===== src/rtl/control_dec_exc_pkg.sv =====
// Shared pipeline definitions for the Decode->Execute control path.
package control_dec_exc_pkg;
  localparam int REG_ADDR_WIDTH_DEF = 5;
  localparam int ALU_CTRL_WIDTH     = 3;
  localparam int RES_SRC_WIDTH      = 2;

  localparam logic [RES_SRC_WIDTH-1:0] RES_ALU = 2'b00;
  localparam logic [RES_SRC_WIDTH-1:0] RES_MEM = 2'b01;
  localparam logic [RES_SRC_WIDTH-1:0] RES_PC4 = 2'b10;
endpackage


===== src/rtl/control_dec_exc_load_use_detect.sv =====
// Load-use hazard detect: a valid load in Execute whose non-x0 destination
// is read by the instruction now in Decode.
module load_use_detect
  import control_dec_exc_pkg::*;
#(
  parameter int REG_ADDR_WIDTH = REG_ADDR_WIDTH_DEF
) (
  input  logic                      ValidE,
  input  logic [RES_SRC_WIDTH-1:0]  ResultSrcE,
  input  logic [REG_ADDR_WIDTH-1:0] RdE,
  input  logic [REG_ADDR_WIDTH-1:0] Rs1D,
  input  logic [REG_ADDR_WIDTH-1:0] Rs2D,
  output logic                      lwStall
);

  // Rs2 is compared even for stores: conservative, costs at most one bubble.
  assign lwStall = ValidE && (ResultSrcE == RES_MEM) && (RdE != '0) &&
                   ((RdE == Rs1D) || (RdE == Rs2D));

endmodule


===== src/rtl/control_dec_exc.sv =====
// Decode->Execute control register with load-use bubble insertion,
// fetch/decode stall and flush strobes, and a saturating bubble counter.
module control_dec_exc
  import control_dec_exc_pkg::*;
#(
  parameter int REG_ADDR_WIDTH = REG_ADDR_WIDTH_DEF,
  parameter int CNT_WIDTH      = 16
) (
  input  logic                      clk,
  input  logic                      reset,
  input  logic                      RegWriteD,
  input  logic [RES_SRC_WIDTH-1:0]  ResultSrcD,
  input  logic                      MemWriteD,
  input  logic                      JumpD,
  input  logic                      BranchD,
  input  logic [ALU_CTRL_WIDTH-1:0] ALUControlD,
  input  logic                      ALUSrcD,
  input  logic [REG_ADDR_WIDTH-1:0] Rs1D,
  input  logic [REG_ADDR_WIDTH-1:0] Rs2D,
  input  logic [REG_ADDR_WIDTH-1:0] RdD,
  input  logic                      PCSrcE,
  output logic                      RegWriteE,
  output logic [RES_SRC_WIDTH-1:0]  ResultSrcE,
  output logic                      MemWriteE,
  output logic                      JumpE,
  output logic                      BranchE,
  output logic [ALU_CTRL_WIDTH-1:0] ALUControlE,
  output logic                      ALUSrcE,
  output logic [REG_ADDR_WIDTH-1:0] Rs1E,
  output logic [REG_ADDR_WIDTH-1:0] Rs2E,
  output logic [REG_ADDR_WIDTH-1:0] RdE,
  output logic                      ValidE,
  output logic                      StallF,
  output logic                      StallD,
  output logic                      FlushD,
  output logic [CNT_WIDTH-1:0]      BubbleCount
);

  logic lw_stall;
  logic bubble;

  load_use_detect #(.REG_ADDR_WIDTH(REG_ADDR_WIDTH)) u_load_use_detect (
    .ValidE    (ValidE),
    .ResultSrcE(ResultSrcE),
    .RdE       (RdE),
    .Rs1D      (Rs1D),
    .Rs2D      (Rs2D),
    .lwStall   (lw_stall)
  );

  // A redirect squashes the Decode instruction, so it is never held.
  assign StallF = lw_stall & ~PCSrcE;
  assign StallD = lw_stall & ~PCSrcE;
  assign FlushD = PCSrcE;
  assign bubble = lw_stall | PCSrcE;

  always_ff @(posedge clk) begin
    if (reset) begin
      RegWriteE   <= 1'b0;
      ResultSrcE  <= RES_ALU;
      MemWriteE   <= 1'b0;
      JumpE       <= 1'b0;
      BranchE     <= 1'b0;
      ALUControlE <= '0;
      ALUSrcE     <= 1'b0;
      Rs1E        <= '0;
      Rs2E        <= '0;
      RdE         <= '0;
      ValidE      <= 1'b0;
      BubbleCount <= '0;
    end else if (bubble) begin
      RegWriteE   <= 1'b0;
      ResultSrcE  <= RES_ALU;
      MemWriteE   <= 1'b0;
      JumpE       <= 1'b0;
      BranchE     <= 1'b0;
      ALUControlE <= '0;
      ALUSrcE     <= 1'b0;
      Rs1E        <= '0;
      Rs2E        <= '0;
      RdE         <= '0;
      ValidE      <= 1'b0;
      if (BubbleCount != '1)
        BubbleCount <= BubbleCount + CNT_WIDTH'(1);
    end else begin
      RegWriteE   <= RegWriteD;
      ResultSrcE  <= ResultSrcD;
      MemWriteE   <= MemWriteD;
      JumpE       <= JumpD;
      BranchE     <= BranchD;
      ALUControlE <= ALUControlD;
      ALUSrcE     <= ALUSrcD;
      Rs1E        <= Rs1D;
      Rs2E        <= Rs2D;
      RdE         <= RdD;
      ValidE      <= 1'b1;
    end
  end

endmodule


===== config.mk =====
export PLATFORM = sky130hd
export DESIGN_NAME = control_dec_exc
export DESIGN_NICKNAME = d
export VERILOG_FILES = /design/src/rtl/control_dec_exc_pkg.sv /design/src/rtl/control_dec_exc_load_use_detect.sv /design/src/rtl/control_dec_exc.sv
export SDC_FILE = /design/constraint.sdc
export NUM_CORES = 1
export LEC_CHECK = 0
export BUFFER_PORTS_ARGS = -buffer_cell sky130_fd_sc_hd__buf_2
export CAP_MARGIN = 20
export CORE_MARGIN = 2
export CORE_UTILIZATION = 50
export CTS_CLUSTER_SIZE = 20
export DETAILED_ROUTE_END_ITERATION = 16
export PLACE_DENSITY = 0.8
export SLEW_MARGIN = 25
export SYNTH_ARGS = -nofsm -noshare
export SYNTH_HDL_FRONTEND = slang
export SYNTH_HIERARCHICAL = 1
export SYNTH_SLANG_ARGS = --single-unit

===== constraint.sdc =====
create_clock -name clk -period 3.1 [get_ports clk]
set_input_delay 0.62 -clock clk [delete_from_list [all_inputs] [get_ports clk]]
set_output_delay 0.62 -clock clk [all_outputs]
set_load 0.01 [all_outputs]

==> reports/qor.tcl <==
set qor(vias_per_cell) 5.26
set qor(power.internal_uw) 767
set qor(die-height_um) 62.7
set qor(average_footprint_of_a_synthesized_cell_um2) 10.1
set qor(grt_antenna_before_repair) 0
set qor(post-synth-top-area-fraction_pct) 48.8
set qor(ys.warnings.count) 6
set qor(critical_path_arrival_ps) 1940
set qor(pre_cts_ws_ps) 515
set qor(port_buffers) 72
set qor(r2r_setup_slack_ps) 740
set qor(slew_viol_final) 0
set qor(worst_slack_ps) 539
set qor(worst_r2r_path_depth) 8
set qor(worstPathBufferInverterCount) 1
set qor(tightest_slew_ps) 820
set qor(max_stage_delay_ps) 400
set qor(cts_buffer_depth) 2
set qor(h-tree-depth) 2
set qor(i_o_pins) 73
set qor(path_clk_slew_ps) 120
set qor(required_arrival_time_at_the_worst_endpoint_ps) 2480
set qor(initialDrtViolationCount) 42
set qor(initial_core_util_pct) 52.0
set qor(coreArea_um2) 3310
set qor(netSwitchingFraction_pct) 22.3
set qor(floorplan_die_area_um2) 3930
set qor(die_w_um) 62.7
set qor(drt_drc_violations_left) 0
set qor(hold_path_end) {RdE[1]$_SDFF_PP0_}
set qor(hold_path.class) {in2reg}
set qor(placementRows) 21
set qor(clk-insertion-delay-late_ps) 340
set qor(grt_setup_unrepaired) {false}
set qor(report.final.hold_viol_count) 0
set qor(route.antenna.remaining_nets) 0
set qor(dr.pass1.iters) 4
set qor(timing.critical_path.from_type) {flop}
set qor(area_used_by_multi_input_combinational_logic_um2) 840
set qor(critPathMaxFanout) 4
set qor(period_needed_ps) 2560
set qor(achievable-frequency_mhz) 390
set qor(grt_pass1_vias) 1421
set qor(drt-total-wl_um) 3670
set qor(detail_route.wl_per_cell_um) 12.6
set qor(via_count) 1526
set qor(antenna_cells_inserted) 0
set qor(timing_worst_setup_path_type) {reg2out}
set qor(detailed_place_hpwl_um) 2700
set qor(ir_worst_vdd_uv) 241
set qor(power.share.clock_pct) 34.5
set qor(syn_area_um2) 1720
set qor(run_status) {completed}
set qor(min_period_over_period_pct) 82.6
set qor(power.static_leakage_uw) 0.00104
set qor(grt_pass1_wl_um) 6390
set qor(tritoncts) {yes}
set qor(sequential_cell_area_um2) 841
set qor(gr-total-overflow) 0
set qor(clock_skew_ps) 10.3
set qor(launch_instance_of_the_worst_register_to_register_path) {RdE[2]$_SDFF_PP0_}
set qor(worstReg2RegEnd) {BubbleCount[13]$_SDFFE_PP0P_}
set qor(syn2layout_area_growth_pct) 27.2
set qor(totalNegativeSetupSlack_ps) 0
set qor(fill_cells) 288
set qor(cpLargestDelayFamily) {simple AND/OR/NAND/NOR gates}
set qor(postSynth.asyncResetShare_pct) 0
set qor(setup_viol) 0
set qor(critical_path_cell_by_cell) {xor2_1 > nor3_1 > nand3_1 > a21oi_1 > nor2b_1 > buf_2}
set qor(grt.total_usage_pct) 20.1
set qor(switching_power_uw) 220
set qor(synthTopCellsByArea) {sky130_fd_sc_hd__dfxtp_1 (49%), sky130_fd_sc_hd__and2_1 (9.8%), sky130_fd_sc_hd__xor2_1 (4.1%)}
set qor(endpoint_kind) {primary output}
set qor(comb_power_share_pct) 8.3
set qor(synth.ff_latch_count) 42
set qor(maxSlewHeadroom_pct) 44.9
set qor(fraction_of_final_layout_cells_sized_beyond_drive_strength_1_pct) 37.7
set qor(netlist-cell-type-count) 38
set qor(yosys.area.top_type) {sky130_fd_sc_hd__dfxtp_1}
set qor(grt_start_max_net_pins) 27
set qor(cell_at_the_root_of_the_clock_tree) {sky130_fd_sc_hd__clkbuf_4}
set qor(cts-hold-fix-buffers) 0
set qor(cpMaxStageDelayCell) {sky130_fd_sc_hd__a21oi_1}
set qor(p_seq_share_pct) 57.2
set qor(drv.max_cap_violation_count) 0
set qor(synth_fp_nets) 200
set qor(ys_dominant_reg_cell) {sky130_fd_sc_hd__dfxtp_1}
set qor(cts_repair_resize_count) 0
set qor(pwr_density_cell_nw_per_um2) 450
set qor(cts_setup_buffers) 0
set qor(whs_path_depth) 2
set qor(number_of_nets_in_the_layout) 272
set qor(numCtsBuffers) 5
set qor(finalWeightedCongestion) 0.773
set qor(cells_after_synth) 171
set qor(hold_path_origin) {RdD[1]}
set qor(cts.sink_count) 42
set qor(synth-seq-area-share_pct) 48.8
set qor(synth_edf_count) 0
[synth_stat cells (6+ instances only)]
master and instances:
sky130_fd_sc_hd__or4_1 7, sky130_fd_sc_hd__nor2_1 8, sky130_fd_sc_hd__xor2_1 8, sky130_fd_sc_hd__a21oi_1 7, sky130_fd_sc_hd__and2_1 27, sky130_fd_sc_hd__dfxtp_1 42, sky130_fd_sc_hd__nand2_1 7, sky130_fd_sc_hd__o31ai_1 6
[cells by family (layout without fill, tap and decap cells)]
family / Yosys count / after routing / share of synthesized area (%)
buf+inv: 10 / 83 / 3.12
mux: 2 / 2 / 1.45
simple gates: 76 / 76 / 28.8
fa+ha+maj: 1 / 1 / 0.726
compound gates: 28 / 28 / 11.0
xor+xnor: 12 / 12 / 6.10
flops: 42 / 42 / 48.8
[cell type report]
cell class | instances | area share (%)
sequential | 42 | 38.4
inverter | 2 | 0.342
clock buffer | 6 | 1.88
multi-input combinational | 119 | 38.3
timing repair buffer | 73 | 16.8
tap | 46 | 2.63
clock inverter | 2 | 1.71
[sequential cells by signal (all words and copies together), names as in the netlist]
register,cells
ALUControlE,3
ALUSrcE,1
BranchE,1
BubbleCount,16
JumpE,1
MemWriteE,1
RdE,5
RegWriteE,1
ResultSrcE,2
Rs1E,5
Rs2E,5
ValidE,1
[worst reg2reg max path, delay by kind of cell (launching register included)]
family,cells,cell delay (ps)
AOI/OAI and AO/OA,2,550
and+or+nand+nor,5,1190
xor gates and xnor gates,1,180
DFF,1,380
[layout by cell type, fill, tap and decap left out, drive strengths merged, types with 3 or more instances in the layout]
cell type and instances:
nand4 6, o311ai 3, xor2 8, buf 73, and2 27, or4 7
xnor2 4, a21oi 9, and4 4, nor3 4, clkbuf 6, nor2 8
o31ai 6, nand3 4, o21ai 6, dfxtp 42, nand2 7
[power by group through the flow]
stage	Clock, uW	Sequential (uW)	Combinational (uW)
2_1_floorplan	0	584	33.9
3_3_place_gp	0	576	80.9
3_5_place_dp	0	577	81.7
4_1_cts	348	565	82.3
5_1_grt	379	567	91.0
6_report	340	564	82.2
[metal layers]
metal / up-vias / track usage, % / routed length (um)
met4: 0 / 6.67 / 46
li1: 756 / - / -
met2: 52 / 33.9 / 1720
met3: 6 / 4.68 / 223
met5: - / 0 / 0
met1: 712 / 25.4 / 1680
[metrics by stage]
stage	hold slack [ps]	total power (uW)	cell area, um2	utilization, %	cells
after floorplan	527	618	1720	-	171
after global placement	511	657	2110	63.6	282
after detailed placement	512	658	2110	63.6	282
after CTS	459	995	2190	66.0	290
after global routing	444	1040	2190	66.2	290
final	466	986	2190	66.2	290
[worst max path at each step]
stage | end | slack (ps) | startpoint | depth (start not counted)
5_1_grt | StallF | 360 | RdE[2]$_SDFF_PP0_ | 6
3_3_place_gp | BubbleCount[15]$_SDFFE_PP0P_ | 560 | Rs1D[2] | 9
3_5_place_dp | BubbleCount[9]$_SDFFE_PP0P_ | 510 | Rs1D[2] | 9
6_report | StallF | 540 | RdE[2]$_SDFF_PP0_ | 6
4_1_cts | StallF | 600 | RdE[2]$_SDFF_PP0_ | 6
2_1_floorplan | StallF | 800 | Rs1D[2] | 6
Note: power is estimated with default switching activity, not from simulation.
